<file path="config.mk">
export PLATFORM = sky130hd
export DESIGN_NAME = seqdect_sched
export DESIGN_NICKNAME = d
export VERILOG_FILES = /design/src/rtl/seqdect_sched.sv
export SDC_FILE = /design/constraint.sdc
export NUM_CORES = 1
export LEC_CHECK = 0
export BUFFER_PORTS_ARGS = -buffer_cell sky130_fd_sc_hd__buf_2
export CAP_MARGIN = 5
export CORE_ASPECT_RATIO = 0.5
export CORE_MARGIN = 4
export CORE_UTILIZATION = 40
export DETAILED_ROUTE_END_ITERATION = 8
export GPL_TIMING_DRIVEN = 0
export PLACE_DENSITY = 0.66
export SLEW_MARGIN = 15
export SYNTH_ARGS = -nofsm -noshare
export SYNTH_HDL_FRONTEND = slang
export SYNTH_SLANG_ARGS = --single-unit
</file>
<file path="constraint.sdc">
create_clock -name clk -period 2.5 [get_ports clk]
set_input_delay 0.75 -clock clk [delete_from_list [all_inputs] [get_ports clk]]
set_output_delay 0.75 -clock clk [all_outputs]
set_load 0.03 [all_outputs]
</file>
<file path="src/rtl/seqdect_sched.sv">
// seqdect_sched: round-robin scheduler sharing one serial 101010 detector among N word requesters
// Ports: clk, rst (async active-low); req/data from requesters; gnt acceptance pulse;
//        done/done_id/match_cnt/hit/first_pos job result; ser_x/ser_rst out to detector, ser_z back.
module seqdect_sched #(
  parameter int N     = 4,
  parameter int WIDTH = 16,
  parameter int IDW   = 2,
  parameter int CW    = 5,
  parameter int PW    = 4
) (
  input  logic               clk,
  input  logic               rst,
  input  logic [N-1:0]       req,
  input  logic [N*WIDTH-1:0] data,
  output logic [N-1:0]       gnt,
  output logic               done,
  output logic [IDW-1:0]     done_id,
  output logic [CW-1:0]      match_cnt,
  output logic               hit,
  output logic [PW-1:0]      first_pos,
  output logic               ser_x,
  output logic               ser_rst,
  input  logic               ser_z
);
  typedef enum logic [1:0] {IDLE, CLEAR, SHIFT, REPORT} state_t;
  localparam logic [PW-1:0] last = PW'(WIDTH - 1);
  state_t state, state_n;
  logic [WIDTH-1:0] word;
  logic [IDW-1:0] ptr, id, sel, idx;
  logic [CW-1:0] cnt, cnt_n;
  logic [PW-1:0] k, pos, pos_n;
  logic seen, seen_n, z_hit, found, end_shift;
  // search upward from ptr+1, wrapping at N-1 so non-power-of-two N works
  always_comb begin
    sel = ptr;
    idx = ptr;
    found = 1'b0;
    for (int i = 0; i < N; i++) begin
      idx = (idx == IDW'(N - 1)) ? '0 : idx + IDW'(1);
      if (!found && req[idx]) begin
        sel = idx;
        found = 1'b1;
      end
    end
  end
  always_comb begin
    end_shift = state == SHIFT && k == last;
    z_hit = state == SHIFT && ser_z;
    cnt_n = (z_hit && cnt != '1) ? cnt + CW'(1) : cnt;
    pos_n = (z_hit && !seen) ? k : pos;
    seen_n = seen | z_hit;
    state_n = state == IDLE  ? (found ? CLEAR : IDLE) :
              state == CLEAR ? SHIFT :
              state == SHIFT ? (k == last ? REPORT : SHIFT) : IDLE;
  end
  always_ff @(posedge clk or negedge rst)
    if (!rst) state <= IDLE;
    else state <= state_n;
  // word is shifted left so its MSB is always the next bit to present on ser_x
  always_ff @(posedge clk or negedge rst) begin
    if (!rst) begin
      gnt <= '0;
      done <= 1'b0;
      done_id <= '0;
      match_cnt <= '0;
      hit <= 1'b0;
      first_pos <= '0;
      ser_x <= 1'b0;
      ser_rst <= 1'b0;
      word <= '0;
      id <= '0;
      ptr <= IDW'(N - 1);
      cnt <= '0;
      pos <= '0;
      k <= '0;
      seen <= 1'b0;
    end else begin
      gnt <= '0;
      done <= 1'b0;
      ser_rst <= 1'b0;
      if (state == IDLE && found) begin
        word <= WIDTH'(data >> (int'(sel) * WIDTH));
        id <= sel;
        ptr <= sel;
        gnt <= N'(1) << sel;
        ser_rst <= 1'b1;
        ser_x <= 1'b0;
      end
      if (state == CLEAR) begin
        ser_x <= word[WIDTH-1];
        word <= word << 1;
        cnt <= '0;
        pos <= '0;
        seen <= 1'b0;
        k <= '0;
      end
      if (state == SHIFT) begin
        ser_x <= (k == last) ? 1'b0 : word[WIDTH-1];
        word <= word << 1;
        cnt <= cnt_n;
        pos <= pos_n;
        seen <= seen_n;
        k <= k + PW'(1);
      end
      if (end_shift) begin
        done <= 1'b1;
        done_id <= id;
        match_cnt <= cnt_n;
        hit <= seen_n;
        first_pos <= pos_n;
      end
    end
  end
endmodule

</file>
## Word level (Yosys, flattened, before mapping)

Index checks and enable logic that the tools add are counted.
Widths: inputs -> output; s select.

- Register bits after elaboration: 55
- Bits of input ports: 71
- Word-level logic and storage cells: 96

- Add/subtract/negate cells: 6
- $lt $le $gt $ge: 4
- Equal/unequal tests: 8
- Shift operators: 2
- Muxes and demuxes: 44
- Bitwise gates (word level): 1
- Reductions and logical operators: 15

Operator list:

| operator | count |
|---|---|
| $shr 64x6->16 | 1 |
| $mux 16 | 3 |
| $mux 2 | 11 |
| $mux 4 | 5 |
| $mux 1 | 18 |
| $mux 5 | 3 |
| $lt 2x3->1 const B | 4 |
| $eq 2x2->1 const B | 5 |
| $add 2x1->2 const B | 4 |
| $bmux 1 s2 | 4 |
| $logic_and 1x1->1 | 8 |
| $add 5x1->5 const B | 1 |
| $ne 5x5->1 const B | 1 |
| $add 4x1->4 const B | 1 |
| $eq 4x4->1 const B | 1 |
| $logic_not 1->1 | 4 |
| $shl 1x2->4 const A | 1 |
| $reduce_bool 3->1 | 1 |
| $eq 2x1->1 const B | 1 |
| $logic_not 2->1 | 1 |
| $reduce_bool 2->1 | 1 |
| $or 1x1->1 | 1 |

## Depth between registers and ports, before layout

Gate-level depths: netlist of the first run.

- Word-level depth: 18
- Mapped depth: 11

## Worst setup path before layout of the first run

OpenSTA, ideal clock, no wires.

- Path kind: reg2reg
- From: register ptr[0]
- To: register word[7]
- Setup time: 0.126 ns
- Arrival: 2.601 ns
- Data required time: 2.374 ns
- Path slack: -0.227 ns
- Cell stages (with the launch flop): 12
- Path buffers: 3
- Period minus slack after synthesis: 2.727 ns
- Path through: dfstp_2 -> ha_1 -> buf_6 -> xnor2_2 -> o32a_2 -> a31o_1 -> a22oi_1 -> buf_4 -> buf_6 -> mux2i_1 -> mux2i_1 -> a221o_1

- Word-level cells in the longest chain between the ends: 18

Ends and longest elaborated chain:

| item | line | source |
|---|---|---|
| start, declared | 29 | `logic [IDW-1:0] ptr, id, sel, idx;` |
| start signal, assigned | 72 | `ptr <= IDW'(N - 1);` |
| start signal, assigned | 84 | `ptr <= sel;` |
| branches (longest 18 deep; another with $add 2x1->2) | -- |  |
| end signal, assigned | 82 | `word <= WIDTH'(data >> (int'(sel) * WIDTH));` |
| end signal, assigned | 91 | `word <= word << 1;` |
| end signal, assigned | 99 | `word <= word << 1;` |
| end, declared | 28 | `logic [WIDTH-1:0] word;` |

Parallel ways; which one is timed is not known. The select of a mux whose other input is x is not followed.
A chain may end at the register's enable or synchronous reset.

## Worst setup path after layout of the first run

- From: register ptr[0]
- To: register word[6]

The elaborated chain is that of the path after synthesis.

==> impl_metrics.yaml, run 1 <==
timing:
  worst_pin_slew_ns: 0.692
  worst_slack_ns: -0.317
  period_minus_slack_ns: 2.82
  hold_violations: 0
  skew_ns: 0.00793
  slew_headroom_pct: 53.9
  finalMaxSlewViolations: 0
  timing.hold.ws_ns: 0.473
  finalSetupViolations: 21
  setup-tns-final_ns: -4.59
  clock.fmax_ghz: 0.355
  period_share_pct: 113
  rsz0062_at_grt: "yes"
synthesis:
  avgSynthCellArea_um2: 10.1
  syn_nets: 407
  synth_cells: 329
  yosysSeqAreaShare_pct: 41.5
  yosysWarnings: 0
  ys.flop_type: "dfrtp_1"
  synthesis.area_um2: 3320
  synth_edf_count: 0
  ys_types: 46
  synth.ff_latch_count: 55
  synthArstFlopShare_pct: 100
drt:
  drc: 0
  drt-total-wl_um: 7790
  viasPerCell: 5.03
  vias: 2786
  first_pass_iters: 5
  ant_nets: 0
  drt_iter0_markers: 166
  wl_per_cell_um: 14.1
worst_hold_path:
  hold_class: "reg -> reg"
  hold_start: "match_cnt[4]"
  hold_end: "match_cnt[4]"
  hold_depth: 2
layout:
  n_fill_cell: 719
  final_nets: 519
  antenna_cells: 0
  final_util_pct: 55.0
  syn2layout_area_growth_pct: 33.0
  drive_above_1_share_pct: 35.5
setup_path:
  worst-r2r-cell-count: 10
  ff2ff_setup_slack_ns: -0.32
  start_kind: "flip-flop"
  cp.arrival_ns: 3.00
  slowest_delay_ns: 0.57
  cp-end-kind: "flip-flop"
  r2r_start: "ptr[0]"
  crit_type: "reg -> reg"
  critPathRequiredTime_ns: 2.68
  reg2reg_to: "word[6]"
  crit_chain: "ha_4 -> xnor2_4 -> a32oi_2 -> nand2_1 -> or4_4 -> o31ai_4 -> buf_6 -> buf_8 -> mux2i_1 -> a221o_1"
  slowest_stage: "dfstp_2"
  cp_max_fo: 7
floorplanning:
  io_pins: 90
  num_rows: 23
  fp.dieW_um: 137
  floorplan.initialDensity_pct: 41.3
  die_h_um: 72.4
  dieArea_um2: 9910
  core_region_area_um2: 8030
cts:
  clkLatencyLatePin_ns: 0.30
  htreeDepth: 2
  cts_buffers: 5
  clkTransAtPathRegs_ns: 0.07
  ctsHoldBuffers: 0
  cts-root-buf: "clkbuf_16"
  cts.path.max_buffers: 2
  cts_tree: "yes"
  cts_sinks: 55
global_routing:
  grt_antenna_before_repair: 0
  grt_overflow: 0
  grt_pass1_vias: 2682
  grt_start_max_net_pins: 56
  grt_first_pass_wirelength_um: 12600
  grt_use_total_pct: 15.9
outcome:
  violations: "negative setup slack"
  status: "finished with violations"
power:
  power_density_nw_per_um2: 1820
  p_leak_nw: 2.20
  ir_drop_mv: 0.858
placed_design:
  dp_hpwl_um: 5460
  port_buffers: 89
  gp_congestion: 0.850
flow_run:
  drv_cap: 0
worst max path at each step:
stage / end / cells after the start / startpoint / slack (ns)
2_1_floorplan: word[7] / 11 / ptr[0] / -0.18
3_5_place_dp: word[6] / 9 / req[2] / -0.50
4_1_cts: word[6] / 10 / ptr[0] / -0.32
5_1_grt: word[3] / 11 / ptr[0] / -0.41
3_3_place_gp: word[4] / 10 / req[2] / -0.49
6_report: word[6] / 10 / ptr[0] / -0.32
logic make-up (layout without fill, tap and decap cells):
group	count (synthesis)	after routing	share of synthesized area, %
mux	60	60	18.8
compound gates	70	70	15.8
xor+xnor	4	4	1.28
buf+inv	43	156	7.43
fa+ha+maj	7	7	2.64
flops	55	55	41.5
simple gates	90	90	12.5
registers in the layout, indices dropped and copies added (netlist names), 2 cells and up:
| name | flops |
|---|---|
| done_id | 2 |
| match_cnt | 5 |
| id | 2 |
| cnt | 5 |
| pos | 4 |
| word | 16 |
| state | 2 |
| k | 4 |
| ptr | 2 |
| gnt | 4 |
| first_pos | 4 |
placed cells by master, fill, tap and decap left out, drive strengths merged, types with 2 or more instances in the layout:
| master | count |
|---|---|
| clkbuf | 15 |
| dfrtp | 53 |
| nor3b | 5 |
| a22oi | 7 |
| o21a | 2 |
| nor2 | 26 |
| dfstp | 2 |
| mux2i | 58 |
| xnor2 | 4 |
| a21oi | 7 |
| a221o | 15 |
| nor2b | 4 |
| buf | 119 |
| clkinv | 2 |
| nor3 | 2 |
| and2 | 2 |
| nand4 | 2 |
| inv | 20 |
| ha | 7 |
| mux4 | 2 |
| a22o | 2 |
| o21ai | 19 |
| nand3 | 5 |
| o22ai | 9 |
| or2 | 4 |
| nand2 | 37 |
cell type report:
class	instances	area [um2]	area share [%]
plain buffers	21	199	4.51
clock buffers	7	143	3.23
clock inverters	1	5.00	0.113
inverters	21	78.8	1.79
multi-input cells	231	1830	41.4
flip-flops and latches	55	1380	31.2
well taps	112	140	3.17
repair buffers	106	642	14.5
cell usage after synthesis, types with 4 or more instances:
master	count	area share, %
nor2_1	25	2.8
nor3b_1	5	1.1
o22ai_1	9	1.7
inv_1	20	2.3
mux2i_1	58	17
or2_2	4	0.75
nand2_1	37	4.2
ha_1	7	2.6
nand3_1	5	0.75
a22oi_1	7	1.6
nor2b_1	4	0.75
buf_6	5	1.7
dfrtp_1	53	40
buf_2	4	0.60
o21ai_0	18	2.7
buf_4	4	0.90
a221o_1	15	4.5
a21oi_1	7	1.1
clkbuf_1	6	0.68
stage by stage:
| stage | power [mW] | worst slack (ns) | area, um2 | std cells |
|---|---|---|---|---|
| after floorplan | 5.16 | -0.175 | 3360 | 329 |
| after global placement | 5.96 | -0.493 | 3950 | 530 |
| after detailed placement | 6.02 | -0.499 | 3950 | 530 |
| after CTS | 7.30 | -0.316 | 4220 | 547 |
| after global routing | 8.62 | -0.415 | 4410 | 554 |
| final | 8.04 | -0.317 | 4410 | 554 |
timing repair:
action,4_1_cts,5_1_grt
gates resized for setup,9,25
pin swaps,10,10
gates cloned,1,2
endpoints found under the setup margin,21,28
endpoints found under the hold margin,0,0
setup buffers,9,5
metal layers:
layer  vias to the layer above  wire length (um)  track usage (%)
met5                         -                 0                0
met4                         0                51             3.32
met3                         5               304             3.39
met2                        53              3820             27.6
met1                      1324              3620             20.7
li1                       1404                 -                -
worst max-delay path: cells and delay by family (launching register included):
kind            cells  cell delay, ns
fa+ha+maj           1            0.24
flops               1            0.57
mux                 1            0.10
compound gates      3            0.63
xor+xnor            1            0.15
buf+inv             2            0.32
simple gates        2            0.69
report_power, final:
part           internal [mW]  switching [mW]  total, mW
logic                   3.27            2.70       5.97
clock network          0.398           0.316      0.715
registers               1.19           0.171       1.36
total                   4.86            3.19       8.04
(Power assumes the default switching activity.)
==> run 2: changes to the inputs <==
--- a/config.mk
+++ b/config.mk
@@ -10,6 +10,7 @@
 export CORE_ASPECT_RATIO = 0.5
 export CORE_MARGIN = 4
 export CORE_UTILIZATION = 40
+export CTS_BUF_LIST = sky130_fd_sc_hd__clkbuf_8
 export DETAILED_ROUTE_END_ITERATION = 8
 export GPL_TIMING_DRIVEN = 0
 export PLACE_DENSITY = 0.66
==> run 2 against run 1 <==
Compared with the run above: via count is 0.29% higher; first-iteration DRC count down 4.8%; fmax increased by 0.12%; final cell count did not move; largest cell class unchanged; clock power fell by 28%; largest power group unchanged; worst setup slack improved by 0.0033 ns; flip-flop and latch count did not move; global-route usage fell by 0.060 points; clock skew up 0.00056 ns; sequential share of layout area is 0.50 points higher; utilization fell by 0.87 points; the run still ends with negative setup slack left; cell area down 1.6%.
==> impl_metrics.yaml, run 2 (synthesis gave the netlist of run 1 again) <==
outcome:
  status: "finished with violations"
  violations: "negative setup slack"
timing:
  setup-tns-final_ns: -4.43
  period_minus_slack_ns: 2.81
  finalSetupViolations: 22
  clock.fmax_ghz: 0.355
  slew_headroom_pct: 54.1
  worst_pin_slew_ns: 0.689
  skew_ns: 0.00849
  hold_violations: 0
  period_share_pct: 113
  finalMaxSlewViolations: 0
  worst_slack_ns: -0.314
  rsz0062_at_grt: "yes"
  timing.hold.ws_ns: 0.473
power:
  p_leak_nw: 2.17
  p_sw_share_pct: 40.3
  pwr-share-comb_pct: 75.9
  switchingPower_mw: 3.14
  ir_drop_mv: 0.817
  p_clk_share_pct: 6.6
  internal-power_mw: 4.64
  power_density_nw_per_um2: 1790
  power_mw: 7.78
  seq_power_share_pct: 17.5
placed_design:
  postPlaceCellArea_um2: 3950
  gp_congestion: 0.850
  port_buffers: 89
  placed_cells: 530
  dp_hpwl_um: 5460
worst_hold_path:
  hold_class: "in -> async"
cts:
  cts.path.max_buffers: 2
  cts_buffers: 5
  htreeDepth: 2
  cts-root-buf: "clkbuf_8"
  cts_sinks: 55
  cts_tree: "yes"
  clkLatencyLatePin_ns: 0.31
  clkTransAtPathRegs_ns: 0.10
  ctsHoldBuffers: 0
setup_path:
  cp.arrival_ns: 3.02
  cp_num_buf_inv: 3
  cp_max_fo: 6
  crit_family: "compound AO/OA/AOI/OAI gates"
  worst-r2r-cell-count: 10
  crit_type: "reg -> reg"
  slowest_stage: "dfstp_2"
  cp-end-kind: "flip-flop"
  path_depth: 10
  crit_chain: "ha_4 -> buf_4 -> mux4_2 -> a31o_1 -> a22oi_2 -> buf_6 -> buf_12 -> mux2i_4 -> mux2i_1 -> a221o_1"
  crit_start: "ptr[0]"
  r2r_start: "ptr[0]"
  critPathRequiredTime_ns: 2.71
  start_kind: "flip-flop"
  slowest_delay_ns: 0.58
drt:
  drt-total-wl_um: 7760
  drt_iter0_markers: 158
  viasPerCell: 5.04
  drc: 0
  wl_per_cell_um: 14.0
  vias: 2794
  first_pass_iters: 4
  ant_nets: 0
global_routing:
  grt_pass1_vias: 2668
  grt_overflow: 0
  grt_start_max_net_pins: 56
  grt_antenna_before_repair: 0
  grt_first_pass_wirelength_um: 12600
  grt_use_total_pct: 15.8
layout:
  drive_above_1_share_pct: 35.1
  final_cells: 554
  largest_register: "word"
  layout_common_cells: "buf_2 (88), mux2i_1 (53), dfrtp_1 (53)"
  final_common_cell: "buf_2"
  syn2layout_area_growth_pct: 30.9
  largest_reg_flops: 16
  final_nets: 519
  reg.largest.list: "word: 16 flops, cnt: 5 flops, match_cnt: 5 flops"
  antenna_cells: 0
  design_area_um2: 4340
floorplanning:
  fp.dieW_um: 137
  dieArea_um2: 9910
  floorplan.initialDensity_pct: 41.3
  die_h_um: 72.4
  io_pins: 90
  core_region_area_um2: 8030
  num_rows: 23
flow_run:
  drv_cap: 0
==> run 2: changes by cell type in the layout (fill, tap and decap cells not counted), sizes merged <==
cell,before,now
buf,119,117
clkbuf,15,16
inv,20,21
==> run 2: path summary, 6_finish.rpt <==
path	endpoint	slack [ns]
min	word[1]	0.47
max in group asynchronous	hit	1.57
min in group clk	match_cnt[4]	0.48
min reg2reg	match_cnt[4]	0.48
max reg2reg	word[6]	-0.31
max	word[6]	-0.31
==> run 2: metrics by stage <==
step                worst slack [ns]  util, %
floorplan                     -0.175        -
global placement              -0.493     49.2
detailed placement            -0.499     49.2
CTS                           -0.320     51.8
global route                  -0.412     54.1
finish                        -0.314     54.1
==> run 2: repair_timing <==
item	4_1_cts	5_1_grt
gates resized for setup	9	23
setup endpoints to repair	23	29
hold endpoints to repair	0	0
pin swaps	10	6
setup buffers	9	5
gates cloned	1	2
==> run 2: power groups by stage <==
| stage | logic (mW) | clock network [mW] | registers, mW |
|---|---|---|---|
| 4_1_cts | 5.21 | 0.528 | 1.36 |
| 3_3_place_gp | 4.60 | 0 | 1.37 |
| 2_1_floorplan | 3.78 | 0 | 1.38 |
| 6_report | 5.90 | 0.513 | 1.36 |
| 5_1_grt | 6.37 | 0.568 | 1.39 |
| 3_5_place_dp | 4.64 | 0 | 1.37 |
==> run 2: worst reg2reg max path, stage by stage (launching register included) <==
cell and delay (ns):
dfstp_2 0.58, ha_4 0.25, buf_4 0.16, mux4_2 0.34
a31o_1 0.25, a22oi_2 0.14, buf_6 0.19, buf_12 0.15
mux2i_4 0.21, mux2i_1 0.11, a221o_1 0.33
==> run 2: per-layer routing <==
metal / global-route usage, % / vias up / part of all wire [%]
li1: - / 1403 / -
met1: 20.7 / 1324 / 46
met2: 27.6 / 60 / 49
met3: 3.19 / 7 / 4.3
met4: 3.32 / 0 / 0.84
met5: 0 / - / 0
==> run 2: area by class of cell <==
cell class	count	area [um2]
timing repair buffer	106	638
clock inverter	2	8.76
clock buffer	6	82.6
inverter	21	78.8
sequential	55	1380
fill	723	3680
buffer	21	204
tap	112	140
multi-input combinational	231	1810
